File: src/rtl/mem_arbiter_if.sv
// Bundle of the three buses that meet at the memory arbiter: the icache
// request port, the dcache request port and the main memory port.
// The arbiter takes the slave view; the caches and memory model take master.
interface mem_arbiter_if #(
  parameter int BLOCK_ADDR_W = 6,
  parameter int DATA_W       = 128
);
  // icache side
  logic                    i_read;
  logic [BLOCK_ADDR_W-1:0] i_address;
  logic [DATA_W-1:0]       i_readdata;
  logic                    i_busywait;
  // dcache side
  logic                    d_read;
  logic                    d_write;
  logic [BLOCK_ADDR_W-1:0] d_address;
  logic [DATA_W-1:0]       d_writedata;
  logic [DATA_W-1:0]       d_readdata;
  logic                    d_busywait;
  // memory side
  logic                    mem_read;
  logic                    mem_write;
  logic [BLOCK_ADDR_W-1:0] mem_address;
  logic [DATA_W-1:0]       mem_writedata;
  logic [DATA_W-1:0]       mem_readdata;
  logic                    mem_busywait;

  modport slave (
    input  i_read, i_address,
    output i_readdata, i_busywait,
    input  d_read, d_write, d_address, d_writedata,
    output d_readdata, d_busywait,
    output mem_read, mem_write, mem_address, mem_writedata,
    input  mem_readdata, mem_busywait
  );

  modport master (
    output i_read, i_address,
    input  i_readdata, i_busywait,
    output d_read, d_write, d_address, d_writedata,
    input  d_readdata, d_busywait,
    input  mem_read, mem_write, mem_address, mem_writedata,
    output mem_readdata, mem_busywait
  );
endinterface

File: src/rtl/mem_arbiter.sv
// Memory arbiter: shares the single block-wide main memory port between the
// instruction cache and the data cache. One block transfer at a time; when
// both caches request together the side that did not win last time is served.
module mem_arbiter #(
  parameter int BLOCK_ADDR_W = 6,
  parameter int DATA_W       = 128
) (
  input  logic         clock,
  input  logic         reset,
  mem_arbiter_if.slave bus
);

  typedef enum logic [1:0] {
    IDLE    = 2'd0,
    SERVE_I = 2'd1,
    SERVE_D = 2'd2
  } state_t;

  localparam logic GRANT_I = 1'b0;
  localparam logic GRANT_D = 1'b1;

  state_t                  state_q, state_d;
  logic                    last_grant_q, last_grant_d;
  logic                    launched_q, launched_d;
  logic [BLOCK_ADDR_W-1:0] addr_q, addr_d;
  logic [DATA_W-1:0]       wdata_q, wdata_d;
  logic                    dwr_q, dwr_d;

  logic d_req;
  logic serving;
  logic complete;
  logic grant_i;
  logic grant_d;

  // A write-back request dominates a simultaneous read request.
  assign d_req   = bus.d_read | bus.d_write;
  assign serving = (state_q == SERVE_I) || (state_q == SERVE_D);
  // Memory only raises busywait one edge after seeing the strobe, so its
  // busywait is meaningless until the strobe has been launched.
  assign complete = serving && launched_q && !bus.mem_busywait;

  // Round-robin choice made in IDLE: icache wins unless dcache also asks and
  // icache was the last side served.
  assign grant_i = bus.i_read && (!d_req || (last_grant_q == GRANT_D));
  assign grant_d = d_req && !grant_i;

  // State and latched-request registers; reset aborts any transfer in flight.
  always_ff @(posedge clock or posedge reset) begin
    if (reset) begin
      state_q      <= IDLE;
      last_grant_q <= GRANT_D;
      launched_q   <= 1'b0;
      addr_q       <= '0;
      wdata_q      <= '0;
      dwr_q        <= 1'b0;
    end else begin
      state_q      <= state_d;
      last_grant_q <= last_grant_d;
      launched_q   <= launched_d;
      addr_q       <= addr_d;
      wdata_q      <= wdata_d;
      dwr_q        <= dwr_d;
    end
  end

  // Next-state logic: grant from IDLE, wait for memory completion in SERVE_x.
  always_comb begin
    state_d      = state_q;
    last_grant_d = last_grant_q;
    launched_d   = launched_q;
    addr_d       = addr_q;
    wdata_d      = wdata_q;
    dwr_d        = dwr_q;
    case (state_q)
      IDLE: begin
        launched_d = 1'b0;
        if (grant_i) begin
          state_d      = SERVE_I;
          addr_d       = bus.i_address;
          last_grant_d = GRANT_I;
        end else if (grant_d) begin
          state_d      = SERVE_D;
          addr_d       = bus.d_address;
          wdata_d      = bus.d_writedata;
          dwr_d        = bus.d_write;
          last_grant_d = GRANT_D;
        end
      end
      SERVE_I, SERVE_D: begin
        // Always return to IDLE after a transfer so there is a gap cycle.
        if (complete) begin
          state_d    = IDLE;
          launched_d = 1'b0;
        end else begin
          launched_d = 1'b1;
        end
      end
      default: begin
        state_d    = IDLE;
        launched_d = 1'b0;
      end
    endcase
  end

  // Memory strobes and per-cache responses, decoded straight from the state so
  // an asynchronous reset drops the strobes in the same cycle.
  always_comb begin
    bus.mem_read      = 1'b0;
    bus.mem_write     = 1'b0;
    bus.mem_address   = '0;
    bus.mem_writedata = '0;
    bus.i_readdata    = '0;
    bus.d_readdata    = '0;
    case (state_q)
      SERVE_I: begin
        bus.mem_read    = 1'b1;
        bus.mem_address = addr_q;
        if (complete) begin
          bus.i_readdata = bus.mem_readdata;
        end
      end
      SERVE_D: begin
        bus.mem_read      = !dwr_q;
        bus.mem_write     = dwr_q;
        bus.mem_address   = addr_q;
        bus.mem_writedata = wdata_q;
        if (complete && !dwr_q) begin
          bus.d_readdata = bus.mem_readdata;
        end
      end
      default: begin
      end
    endcase
    // A waiting request (granted or not) stalls until its completion cycle.
    bus.i_busywait = bus.i_read && !((state_q == SERVE_I) && complete);
    bus.d_busywait = d_req && !((state_q == SERVE_D) && complete);
  end

endmodule

File: src/flat_wrapper.sv
// flat-port wrapper written by rule: the top's interface ports become plain ports
module mem_arbiter_flat 
#(
  parameter int BLOCK_ADDR_W = 6,
  parameter int DATA_W       = 128
)
  (clock, reset, bus_i_read, bus_i_address, bus_i_readdata, bus_i_busywait, bus_d_read, bus_d_write, bus_d_address, bus_d_writedata, bus_d_readdata, bus_d_busywait, bus_mem_read, bus_mem_write, bus_mem_address, bus_mem_writedata, bus_mem_readdata, bus_mem_busywait);
  mem_arbiter_if #(.BLOCK_ADDR_W(BLOCK_ADDR_W), .DATA_W(DATA_W)) bus_i ();
  input  logic clock;
  input  logic reset;
  input wire logic [$bits(bus_i.i_read)-1:0] bus_i_read;
  input wire logic [$bits(bus_i.i_address)-1:0] bus_i_address;
  output wire logic [$bits(bus_i.i_readdata)-1:0] bus_i_readdata;
  output wire logic [$bits(bus_i.i_busywait)-1:0] bus_i_busywait;
  input wire logic [$bits(bus_i.d_read)-1:0] bus_d_read;
  input wire logic [$bits(bus_i.d_write)-1:0] bus_d_write;
  input wire logic [$bits(bus_i.d_address)-1:0] bus_d_address;
  input wire logic [$bits(bus_i.d_writedata)-1:0] bus_d_writedata;
  output wire logic [$bits(bus_i.d_readdata)-1:0] bus_d_readdata;
  output wire logic [$bits(bus_i.d_busywait)-1:0] bus_d_busywait;
  output wire logic [$bits(bus_i.mem_read)-1:0] bus_mem_read;
  output wire logic [$bits(bus_i.mem_write)-1:0] bus_mem_write;
  output wire logic [$bits(bus_i.mem_address)-1:0] bus_mem_address;
  output wire logic [$bits(bus_i.mem_writedata)-1:0] bus_mem_writedata;
  input wire logic [$bits(bus_i.mem_readdata)-1:0] bus_mem_readdata;
  input wire logic [$bits(bus_i.mem_busywait)-1:0] bus_mem_busywait;
  assign bus_i.i_read = bus_i_read;
  assign bus_i.i_address = bus_i_address;
  assign bus_i_readdata = bus_i.i_readdata;
  assign bus_i_busywait = bus_i.i_busywait;
  assign bus_i.d_read = bus_d_read;
  assign bus_i.d_write = bus_d_write;
  assign bus_i.d_address = bus_d_address;
  assign bus_i.d_writedata = bus_d_writedata;
  assign bus_d_readdata = bus_i.d_readdata;
  assign bus_d_busywait = bus_i.d_busywait;
  assign bus_mem_read = bus_i.mem_read;
  assign bus_mem_write = bus_i.mem_write;
  assign bus_mem_address = bus_i.mem_address;
  assign bus_mem_writedata = bus_i.mem_writedata;
  assign bus_i.mem_readdata = bus_mem_readdata;
  assign bus_i.mem_busywait = bus_mem_busywait;
  mem_arbiter #(.BLOCK_ADDR_W(BLOCK_ADDR_W), .DATA_W(DATA_W)) u_core (.clock(clock), .reset(reset), .bus(bus_i));
endmodule
File: config.mk
export PLATFORM = sky130hd
export DESIGN_NAME = mem_arbiter_flat
export DESIGN_NICKNAME = d
export VERILOG_FILES = /design/src/rtl/mem_arbiter_if.sv /design/src/rtl/mem_arbiter.sv /design/src/flat_wrapper.sv
export SDC_FILE = /design/constraint.sdc
export NUM_CORES = 1
export LEC_CHECK = 0
export CORE_AREA = 2 2 258 260
export DETAILED_ROUTE_END_ITERATION = 7
export DIE_AREA = 0 0 260 262
export RECOVER_POWER = 100
export SYNTH_ARGS = -nofsm -noshare
export SYNTH_HDL_FRONTEND = slang
export SYNTH_SLANG_ARGS = --single-unit
File: constraint.sdc
create_clock -name clock -period 5.7 [get_ports clock]
set_clock_uncertainty 0.05 [all_clocks]
set_input_delay 0.855 -clock clock [delete_from_list [all_inputs] [get_ports clock]]
set_output_delay 0.855 -clock clock [all_outputs]
set_load 0.02 [all_outputs]
Word-level counts from Yosys, hierarchy flattened:

Cells that the tools add are included.

* eq/ne operators: 4
* mux-type cells: 18
* bitwise logic cells: 2
* reduce and logical (&&, ||, !) cells: 23

Operator list (count)
* 128-bit 2-to-1 mux: 5
* 6-bit 2-to-1 mux: 3
* 1-bit logical AND: 9
* 1-bit zero test: 6
* 2-bit 2-to-1 mux: 3
* 1-bit 2-to-1 mux: 5
* 2-bit case mux with 2 select lines: 1
* 2-bit AND reduction: 2
* 3-bit by 1-bit inequality test with 1-bit output (second input constant): 1
* 3-bit AND reduction: 1
* 2-bit by 1-bit == test with 1-bit output (second input constant): 1
* 2-bit == test (second input constant): 1
* 2-bit zero test: 1
* 1-bit logical OR: 2
* 2-bit by 1-bit inequality test with 1-bit output (second input constant): 1
* 1-bit case mux with 2 select lines: 1
* 2-bit nonzero test: 1
* 2-bit OR reduction: 1
* 1-bit inverter: 1
* 1-bit OR: 1

* output and inout bits: 394
* register bits: 139
* bits of input ports: 274

Logic depth before layout (Yosys ltp):

Gate-level depths: netlist of the first run.

* depth in word-level cells: 9
* gate-level depth with buffers: 7
* depth with buffers taken out: 5

Least setup slack after synthesis of the first run:

OpenSTA, ideal clock, no wires.

* path kind: input port to output port
* start point: input bus_mem_busywait
* end point: output bus_d_readdata[100]
* slack: 2869 ps
* stages: 5
* buffers on the path: 3
* arrival time: 1926 ps
* cell sequence: and3b_1 -> clkbuf_1 -> clkbuf_1 -> clkbuf_1 -> and3_1

* cells in the longest elaborated chain, start to end: 5

Ends and longest elaborated chain
* start, declared: line flat_wrapper.sv:26 `input wire logic [$bits(bus_i.mem_busywait)-1:0] bus_mem_busywait;`
* 1-bit zero test: line mem_arbiter.sv:40 `assign complete = serving && launched_q && !bus.mem_busywait;`
* 1-bit logical AND: line mem_arbiter.sv:40
* 1-bit logical AND: line mem_arbiter.sv:127 `if (complete && !dwr_q) begin`
* 128-bit 2-to-1 mux: line mem_arbiter.sv:127
* 128-bit 2-to-1 mux: line mem_arbiter.sv:114 `case (state_q)`
* end, declared: line flat_wrapper.sv:19 `output wire logic [$bits(bus_i.d_readdata)-1:0] bus_d_readdata;`

No other way between the ends.

Worst setup path in the final report of the first run:

* start point: register u_core.state_q[0]
* end point: output bus_i_readdata[1]

* cells in the longest elaborated chain, start to end: 6
* elaborated cells on any way between the ends: 7
* those cells by class: eq/ne (2); mux (2); reduce/logical (3)

Ends and longest elaborated chain
* start, declared: line mem_arbiter.sv:22 `state_t state_q, state_d;`
* start signal, assigned: line mem_arbiter.sv:57 `state_q <= state_d;`
* 2-bit by 1-bit == test with 1-bit output or 2-bit == test (tied branches): line mem_arbiter.sv:37, mem_arbiter.sv:114
* 1-bit logical OR: line mem_arbiter.sv:37 `assign serving = (state_q == SERVE_I) || (state_q == SERVE_D);`
* 1-bit logical AND (2 in a row): line mem_arbiter.sv:40
* 128-bit 2-to-1 mux: line mem_arbiter.sv:118 `if (complete) begin`
* 128-bit 2-to-1 mux *: line mem_arbiter.sv:114
* end, declared: line flat_wrapper.sv:13 `output wire logic [$bits(bus_i.i_readdata)-1:0] bus_i_readdata;`

Mark *: on every way between the ends. The rest lies on a longest branch, timed or not.

==> results.yml, run 1 <==
synthesis:
  synthCells: 801
  synth-main-ff-cell: "dfrtp_1"
  ys_types: 31
  synth.net_count: 1078
  yosysSeqAreaShare_pct: 41.0
  synth_edf_count: 0
  synthArstFlopShare_pct: 100
  synth.cell_area_sq_um: 8490
  synth_area_per_cell_sq_um: 10.6
  synth_warnings: 0
  synth_seq_cells: 139
final_layout:
  fin_util_pct: 24.8
  syn2layout_area_growth_pct: 90.7
  nets: 1687
  layout_common_cells: "dlygate4sd3_1, clkdlybuf4s50_1, and3_1"
  final_common_cell: "dlygate4sd3_1"
  drive_gt1_share_pct: 5.55
pwr:
  power_density_nw_per_um2: 380
  peakVddDrop_uv: 223
  leakage_uw: 0.00811
critical_path:
  worstPathRequired_ps: 4800
  endpoint_kind: "output port"
  critical_path.max_fanout: 71
  crit_type: "reg -> out"
  cpMaxStageDelayCell: "clkbuf_2"
  arrival_ps: 4030
  max_stage_delay_ps: 820
  crit_chain: "inv_1, ha_1, and3b_4, clkbuf_2, and3_1, dlygate4sd3_1"
  start_kind: "flop"
die:
  coreArea_sq_um: 65300
  rows: 94
  ioPinCount: 668
  die_w_microns: 260
  die-area_sq_um: 68100
  die_y_microns: 262
  initial_core_util_pct: 13.0
global_route:
  antenna_found_initial: 37
  grt_pass1_wl_mm: 70.5
  overflow: 0
  grt_pass1_vias: 8976
  grt.total_usage_pct: 14.9
  grt_max_degree: 131
status:
  status: "finished, violations left"
  failed_checks: "max-capacitance violations, max-slew violations"
clock_network:
  clk-insertion-delay-late_ps: 430
  ctsHoldBuffers: 0
  path_clk_slew_ps: 70
  post_cts.repair.setup_buffers: 0
  cts.sink_count: 139
  clock_path_buffers: 2
  cts_tree: "yes"
  cts_resized: 0
  cts_root_buf: "clkbuf_16"
  cts_buffers: 17
  h-tree-depth: 4
detailed_routing:
  drcViolationCount: 0
  ant_nets: 0
  avgViaCountPerCell: 3.88
  first_pass_iters: 4
  wl_per_cell_microns: 23.4
  routed_wl_mm: 53.8
  via_count: 8895
  drtIter0Drc: 442
sta:
  finalSetupTns_ps: 0
  rsz0062_at_grt: "false"
  max_slew_margin_pct: -138
  slew_viol_final: 253
  worst_pin_slew_ps: 3570
  fmax_mhz: 203
  hold_viol_final: 0
  fin_crit_sh_pct: 86.6
  period_needed_ps: 4940
  finalSetupViolCount: 0
worst_hold_path:
  hold_class: "reg -> reg"
placed_design:
  io_buffers: 667
  gp_congestion: 0.893
  dp_hpwl_mm: 45.0
job:
  maxCapViolCount: 4
cell type report:
cell class / instances / area, sq um
Clock buffer: 17 / 425
Inverter: 5 / 18.8
Fill cell: 6981 / 49100
Clock inverter: 15 / 154
Timing Repair Buffer: 677 / 6760
Sequential cell: 139 / 3480
Tap cell: 864 / 1080
Antenna cell: 8 / 20.0
Multi-Input combinational cell: 570 / 4260
Yosys cell counts, drive strengths merged (2+ instances only):
| master | count | area (sq um) |
|---|---|---|
| and3 | 257 | 1610 |
| dfrtp | 138 | 3450 |
| and2 | 137 | 857 |
| mux2 | 128 | 1810 |
| clkbuf | 70 | 263 |
| buf | 17 | 154 |
| a21oi | 8 | 40.0 |
| nor2 | 8 | 30.0 |
| a31oi | 6 | 37.5 |
| o21ai | 6 | 30.0 |
| inv | 4 | 15.0 |
| ha | 3 | 37.5 |
| a211o | 2 | 17.5 |
| nand2 | 2 | 7.51 |
flip-flops by register name (all words and copies together), names as in the netlist:
| register | count |
|---|---|
| u_core.addr_q | 6 |
| u_core.dwr_q | 1 |
| u_core.last_grant_q | 1 |
| u_core.launched_q | 1 |
| u_core.state_q | 2 |
| u_core.wdata_q | 128 |
critical path, delay by kind of cell (launching register included):
family                   cells  cell delay, ps
AND/OR/NAND/NOR              2             870
adder cells (fa/ha/maj)      1             530
buffers and inverters        3            1720
flip-flops                   1             430
stage by stage:
step | cell area (sq um) | cells | worst slack, ps | total power, uW | hold WS (ps)
after floorplan | 8490 | 801 | 1070 | 4060 | 399
after global placement | 16000 | 2255 | 1620 | 5560 | 420
after detailed placement | 16000 | 2255 | 1550 | 5620 | 422
after CTS | 16600 | 2287 | 1110 | 6840 | 434
after global routing | 16200 | 2293 | 481 | 6540 | 445
final | 16200 | 2295 | 762 | 6160 | 429
where the power goes:
group	total (uW)	switching (uW)	internal, uW
clock	1140	523	618
combinational	3250	1760	1490
sequential	1770	268	1500
total	6160	2550	3610
worst paths after layout:
path	startpoint	cells past startpoint	endpoint	slack, ps
max	u_core.state_q[0]$_DFFE_PP0P_	6	bus_i_readdata[1]	760
min	u_core.last_grant_q$_DFFE_PP1P_	2	u_core.last_grant_q$_DFFE_PP1P_	430
max reg2reg	u_core.state_q[0]$_DFFE_PP0P_	6	u_core.wdata_q[115]$_DFFE_PP0P_	1340
min reg2reg	u_core.last_grant_q$_DFFE_PP1P_	2	u_core.last_grant_q$_DFFE_PP1P_	430
max in group asynchronous	reset	3	u_core.wdata_q[68]$_DFFE_PP0P_	1320
min in group asynchronous	reset	2	u_core.wdata_q[3]$_DFFE_PP0P_	2090
cells by family (layout without fill, tap and decap cells):
logic type,count (synthesis),in the layout,synth area share [%]
compound gates,32,32,2.42
flops,139,139,41.0
fa+ha+maj,3,3,0.442
mux,128,128,21.3
simple gates,407,407,29.7
other cells,0,8,0
buf+inv,92,714,5.13
layer usage:
metal / global-route usage (%) / wire length, microns / up-vias
met4: 7.66 / 2370 / 4
met2: 28.5 / 29000 / 517
met5: 0 / 27 / -
met1: 14.7 / 18300 / 4264
met3: 3.84 / 4120 / 99
li1: - / - / 4011
(Power assumes the default switching activity.)
==> inputs of run 2 (changes only) <==
--- a/config.mk
+++ b/config.mk
@@ -8,6 +8,7 @@
 export CORE_AREA = 2 2 258 260
 export DETAILED_ROUTE_END_ITERATION = 7
 export DIE_AREA = 0 0 260 262
+export PLACE_DENSITY = 0.46
 export RECOVER_POWER = 100
 export SYNTH_ARGS = -nofsm -noshare
 export SYNTH_HDL_FRONTEND = slang
==> run 2 against run 1 <==
Compared with the run above:
- the flow still finishes with violations (max-capacitance violations, max-slew violations)
- combinational power is 2% higher
- non-clock buffer count shrank 1
- power up 2.9%
- sequential share of layout area down 0.098 points
- via count up 1.4%
- design area grew 0.46%
- core utilization increased by 0.11 points
- routed wire length up 13%
- clock power grew 11%
- global-route usage up 2.0 points
==> results.yml, run 2 (synthesized netlist as in run 1, its figures left out) <==
status:
  status: "finished, violations left"
  failed_checks: "max-capacitance violations, max-slew violations"
clock_network:
  path_clk_slew_ps: 70
  clk-insertion-delay-late_ps: 450
  ctsHoldBuffers: 0
  cts.sink_count: 139
  cts_root_buf: "clkbuf_16"
  cts_buffers: 17
  clock_path_buffers: 2
  cts_resized: 0
  cts_tree: "yes"
  h-tree-depth: 4
  post_cts.repair.setup_buffers: 0
die:
  die_y_microns: 262
  die_w_microns: 260
  initial_core_util_pct: 13.0
  die-area_sq_um: 68100
  rows: 94
  coreArea_sq_um: 65300
  ioPinCount: 668
final_layout:
  final_common_cell: "dlygate4sd3_1"
  final.fill_count: 7083
  layout_common_cells: "dlygate4sd3_1, clkdlybuf4s50_1, and3_1"
  regMostFlops: "u_core.wdata_q"
  largest_register_ff_count: 128
  nets: 1686
  syn2layout_area_growth_pct: 91.6
  drive_gt1_share_pct: 5.56
  fin_util_pct: 24.9
  largestRegisters: "u_core.wdata_q (128), u_core.addr_q (6), u_core.state_q (2)"
sta:
  finalSetupTns_ps: 0
  whs_ps: 424
  fmax_mhz: 198
  max_slew_margin_pct: -123
  fin_crit_sh_pct: 88.6
  worst_pin_slew_ps: 3320
  period_needed_ps: 5050
  finalSetupViolCount: 0
  rsz0062_at_grt: "false"
  hold_viol_final: 0
  slew_viol_final: 134
critical_path:
  max_stage_delay_ps: 1000
  r2r_slack_ps: 1390
  reg2regPathDepth: 6
  worst-path-stages: 6
  start_kind: "flop"
  crit_type: "reg -> out"
  cpMaxStageDelayCell: "nor2b_4"
  endpoint_kind: "output port"
  critPathBufInv: 3
  critical_path.max_fanout: 58
  worstPathRequired_ps: 4800
  crit_chain: "inv_1, ha_4, nor2b_4, clkbuf_2, and3_1, dlygate4sd3_1"
  critPathTopFamily: "buffers and inverters"
  arrival_ps: 4140
placed_design:
  dp_hpwl_mm: 50.5
  gp_congestion: 0.957
  io_buffers: 667
pwr:
  peakVddDrop_uv: 208
  leakage_uw: 0.00809
  p_total_uw: 6340
  power_density_nw_per_um2: 390
detailed_routing:
  via_count: 9016
  wl_per_cell_microns: 26.4
  first_pass_iters: 5
  drtIter0Drc: 577
  avgViaCountPerCell: 3.92
  routed_wl_mm: 60.6
  drcViolationCount: 0
  ant_nets: 0
global_route:
  grt_max_degree: 131
  grt_pass1_vias: 9264
  grt.total_usage_pct: 16.9
  grt_pass1_wl_mm: 78.6
  antenna_found_initial: 37
  overflow: 0
worst_hold_path:
  hold_depth: 2
  hold_class: "reg -> reg"
job:
  maxCapViolCount: 3
[run 2: cell count changes in the layout (fill, tap and decap cells not counted), moves of 2 or more]
cell,before,now
inv_6,5,3
inv_8,3,0
clkdlybuf4s50_1,313,323
and2_1,103,113
diode_2,8,13
and2_0,34,24
dlygate4sd3_1,354,344
bufinv_16,1,4
buf_4,2,0
[run 2: worst min-delay path: stages, from the launching register on]
cell     delay (ps)
dfstp_2         380
nand2_1          50
nand2_1          40
[run 2: layout make-up]
| type | instances | area (sq um) | area share (%) |
|---|---|---|---|
| diodes | 13 | 32.5 | 0.200 |
| clock buffers | 19 | 443 | 2.72 |
| clock inverters | 12 | 186 | 1.15 |
| inverters | 5 | 20.0 | 0.123 |
| multi-input cells | 570 | 4260 | 26.2 |
| flip-flops and latches | 139 | 3480 | 21.4 |
| well taps | 864 | 1080 | 6.64 |
| repair buffers | 676 | 6760 | 41.6 |
[run 2: worst paths after layout]
check,start,endpoint
max in group asynchronous,reset,u_core.wdata_q[52]$_DFFE_PP0P_
max reg2reg,u_core.state_q[0]$_DFFE_PP0P_,u_core.wdata_q[106]$_DFFE_PP0P_
min reg2reg,u_core.last_grant_q$_DFFE_PP1P_,u_core.last_grant_q$_DFFE_PP1P_
max,u_core.state_q[0]$_DFFE_PP0P_,bus_d_readdata[64]
min in group asynchronous,reset,u_core.wdata_q[18]$_DFFE_PP0P_
min,u_core.last_grant_q$_DFFE_PP1P_,u_core.last_grant_q$_DFFE_PP1P_
[run 2: power breakdown]
part / internal [uW] / total (uW) / switching, uW
Sequential: 1500 / 1780 / 274
Clock: 748 / 1260 / 510
Combinational: 1490 / 3300 / 1820
[run 2: layer usage]
| layer | track usage (%) | vias up | wire, microns |
|---|---|---|---|
| met5 | 0 | - | 55 |
| met3 | 5.18 | 126 | 4760 |
| met4 | 11.6 | 8 | 4070 |
| met1 | 16.5 | 4328 | 20200 |
| li1 | - | 4000 | - |
| met2 | 30.8 | 554 | 31600 |
[run 2: through the flow]
| step | cells | area, sq um | worst slack (ps) |
|---|---|---|---|
| after detailed placement | 2254 | 16000 | 1390 |
| final | 2298 | 16300 | 652 |
| after global placement | 2254 | 16000 | 1380 |
| after global routing | 2295 | 16300 | 320 |
| after CTS | 2285 | 16600 | 870 |
| after floorplan | 801 | 8490 | 1070 |
==> inputs of run 3 (changes only) <==
==> constraint.sdc (replaced) <==
create_clock -name clock -period 5.7 [get_ports clock]
set_clock_uncertainty 0.05 [all_clocks]
set_input_delay 0.855 -clock clock [delete_from_list [all_inputs] [get_ports clock]]
set_output_delay 0.855 -clock clock [all_outputs]
set_load 0.05 [all_outputs]
==> run 3 against run 2 <==
Compared with the run above:
- the run still ends with max-capacitance violations, max-slew violations left
- sequential power barely moved
- combinational power rose by 29%
- core utilization fell by 0.27 points
- design area fell by 1.1%
- largest power group unchanged
- worst hold slack improved by 9.9 ps
- clock-buffer cell count did not move
==> results.yml, run 3 (synthesized netlist as in run 1, its figures left out) <==
global_route:
  grt_max_degree: 131
  grt_pass1_vias: 9204
  antenna_found_initial: 40
  overflow: 0
  grt.total_usage_pct: 17.1
  grt_pass1_wl_mm: 79.3
job:
  maxCapViolCount: 2
sta:
  fin_crit_sh_pct: 90.6
  finalSetupTns_ps: 0
  max_slew_margin_pct: -89.0
  period_needed_ps: 5170
  fmax_mhz: 194
  slew_viol_final: 101
  hold_viol_final: 0
  worst_pin_slew_ps: 2820
  finalSetupViolCount: 0
  rsz0062_at_grt: "false"
detailed_routing:
  wl_per_cell_microns: 26.5
  first_pass_iters: 5
  avgViaCountPerCell: 3.93
  routed_wl_mm: 60.9
  via_count: 9036
  drtIter0Drc: 517
  drcViolationCount: 0
  ant_nets: 0
final_layout:
  final.fill_count: 7087
  layout_common_cells: "dlygate4sd3_1, clkdlybuf4s50_1, and3_1"
  nets: 1686
  regMostFlops: "u_core.wdata_q"
  fin_cells: 2299
  final_common_cell: "dlygate4sd3_1"
  fin_area_sq_um: 16100
  syn2layout_area_growth_pct: 89.5
  largestRegisters: "u_core.wdata_q (128), u_core.addr_q (6), u_core.state_q (2)"
  drive_gt1_share_pct: 5.63
  largest_register_ff_count: 128
worst_hold_path:
  hold_class: "reg -> reg"
  min_to: "u_core.wdata_q[46]$_DFFE_PP0P_"
  hold_depth: 1
  min_from: "u_core.wdata_q[46]$_DFFE_PP0P_"
die:
  die-area_sq_um: 68100
  rows: 94
  ioPinCount: 668
  die_w_microns: 260
  coreArea_sq_um: 65300
  initial_core_util_pct: 13.0
  die_y_microns: 262
pwr:
  leakage_uw: 0.00815
  power_density_nw_per_um2: 440
  peakVddDrop_uv: 292
  p_total_uw: 7080
critical_path:
  reg2regPathDepth: 6
  start_kind: "flop"
  critical_path.max_fanout: 111
  r2r_slack_ps: 1710
  arrival_ps: 4260
  endpoint_kind: "output port"
  r2r_start: "u_core.state_q[0]$_DFFE_PP0P_"
  crit_type: "reg -> out"
  timing.rr.end: "u_core.wdata_q[7]$_DFFE_PP0P_"
  worstPathRequired_ps: 4800
status:
  status: "finished, violations left"
  failed_checks: "max-capacitance violations, max-slew violations"
clock_network:
  clock_path_buffers: 2
  post_cts.repair.setup_buffers: 0
  h-tree-depth: 4
  path_clk_slew_ps: 60
  cts_resized: 0
  cts_root_buf: "clkbuf_16"
  cts_tree: "yes"
  clk-insertion-delay-late_ps: 440
  ctsHoldBuffers: 0
  cts_buffers: 17
  cts.sink_count: 139
placed_design:
  io_buffers: 667
  dpl_cell_area_sq_um: 16000
  gp_congestion: 0.943
  place_inst: 2254
  dp_hpwl_mm: 49.8
[run 3: cell count changes in the layout (fill, tap and decap cells not counted), moves of 3 or more]
cell | previous run | this run
clkdlybuf4s50_1 | 323 | 276
bufinv_16 | 4 | 0
buf_4 | 0 | 3
dlygate4sd3_1 | 344 | 380
clkinv_2 | 0 | 5
and2_1 | 113 | 136
and2_0 | 24 | 1
clkbuf_1 | 3 | 10
[run 3: worst max-delay path by stage]
| stage | startpoint | slack, ps | cells after the start | to |
|---|---|---|---|---|
| detailed placement | bus_mem_busywait | 1210 | 5 | bus_i_readdata[28] |
| global placement | bus_mem_busywait | 1250 | 5 | bus_i_readdata[18] |
| finish | u_core.state_q[0]$_DFFE_PP0P_ | 530 | 6 | bus_d_readdata[115] |
| floorplan | reset | 1070 | 1 | u_core.addr_q[0]$_DFFE_PP0P_ |
| CTS | u_core.state_q[0]$_DFFE_PP0P_ | 740 | 6 | bus_i_readdata[28] |
| global route | u_core.state_q[0]$_DFFE_PP0P_ | 310 | 6 | bus_d_readdata[106] |
[run 3: worst max-delay path: stages, from the launching register on]
cell,delay [ps]
dfrtp_1,430
inv_1,140
ha_4,540
nor2b_2,1010
buf_12,420
and3_1,220
dlygate4sd3_1,910
[run 3: where the power goes]
group          switching, uW  leakage, uW  total (uW)  internal, uW
combinational           2810      0.00627        4270          1450
sequential               276      0.00163        1780          1500
clock                    471     0.000251        1030           560
[run 3: layer usage]
metal	share of wire [%]	GRT usage, %	vias up	routed length [microns]
met4	6.4	12.0	8	3870
met2	52	30.5	529	31600
met5	0.080	0	-	49
li1	-	-	4011	-
met1	34	17.0	4361	20600
met3	7.9	5.30	127	4790
[run 3: area by class of cell]
cell class                 instances  area, sq um  area share (%)
antenna                           15         37.5           0.233
sequential                       139         3480            21.6
multi-input combinational        570         4250            26.4
clock buffer                      19          443            2.75
timing repair buffer             676         6710            41.7
tap                              864         1080            6.72
inverter                           5         20.0           0.124
clock inverter                    11         73.8           0.459
[run 3: per-stage QoR]
| step | setup slack, ps | hold slack (ps) | utilization, % |
|---|---|---|---|
| 2_1_floorplan | 1070 | 399 | - |
| 3_3_place_gp | 1250 | 421 | 24.5 |
| 3_5_place_dp | 1210 | 434 | 24.5 |
| 4_1_cts | 737 | 448 | 25.3 |
| 5_1_grt | 307 | 450 | 24.6 |
| 6_report | 535 | 434 | 24.7 |
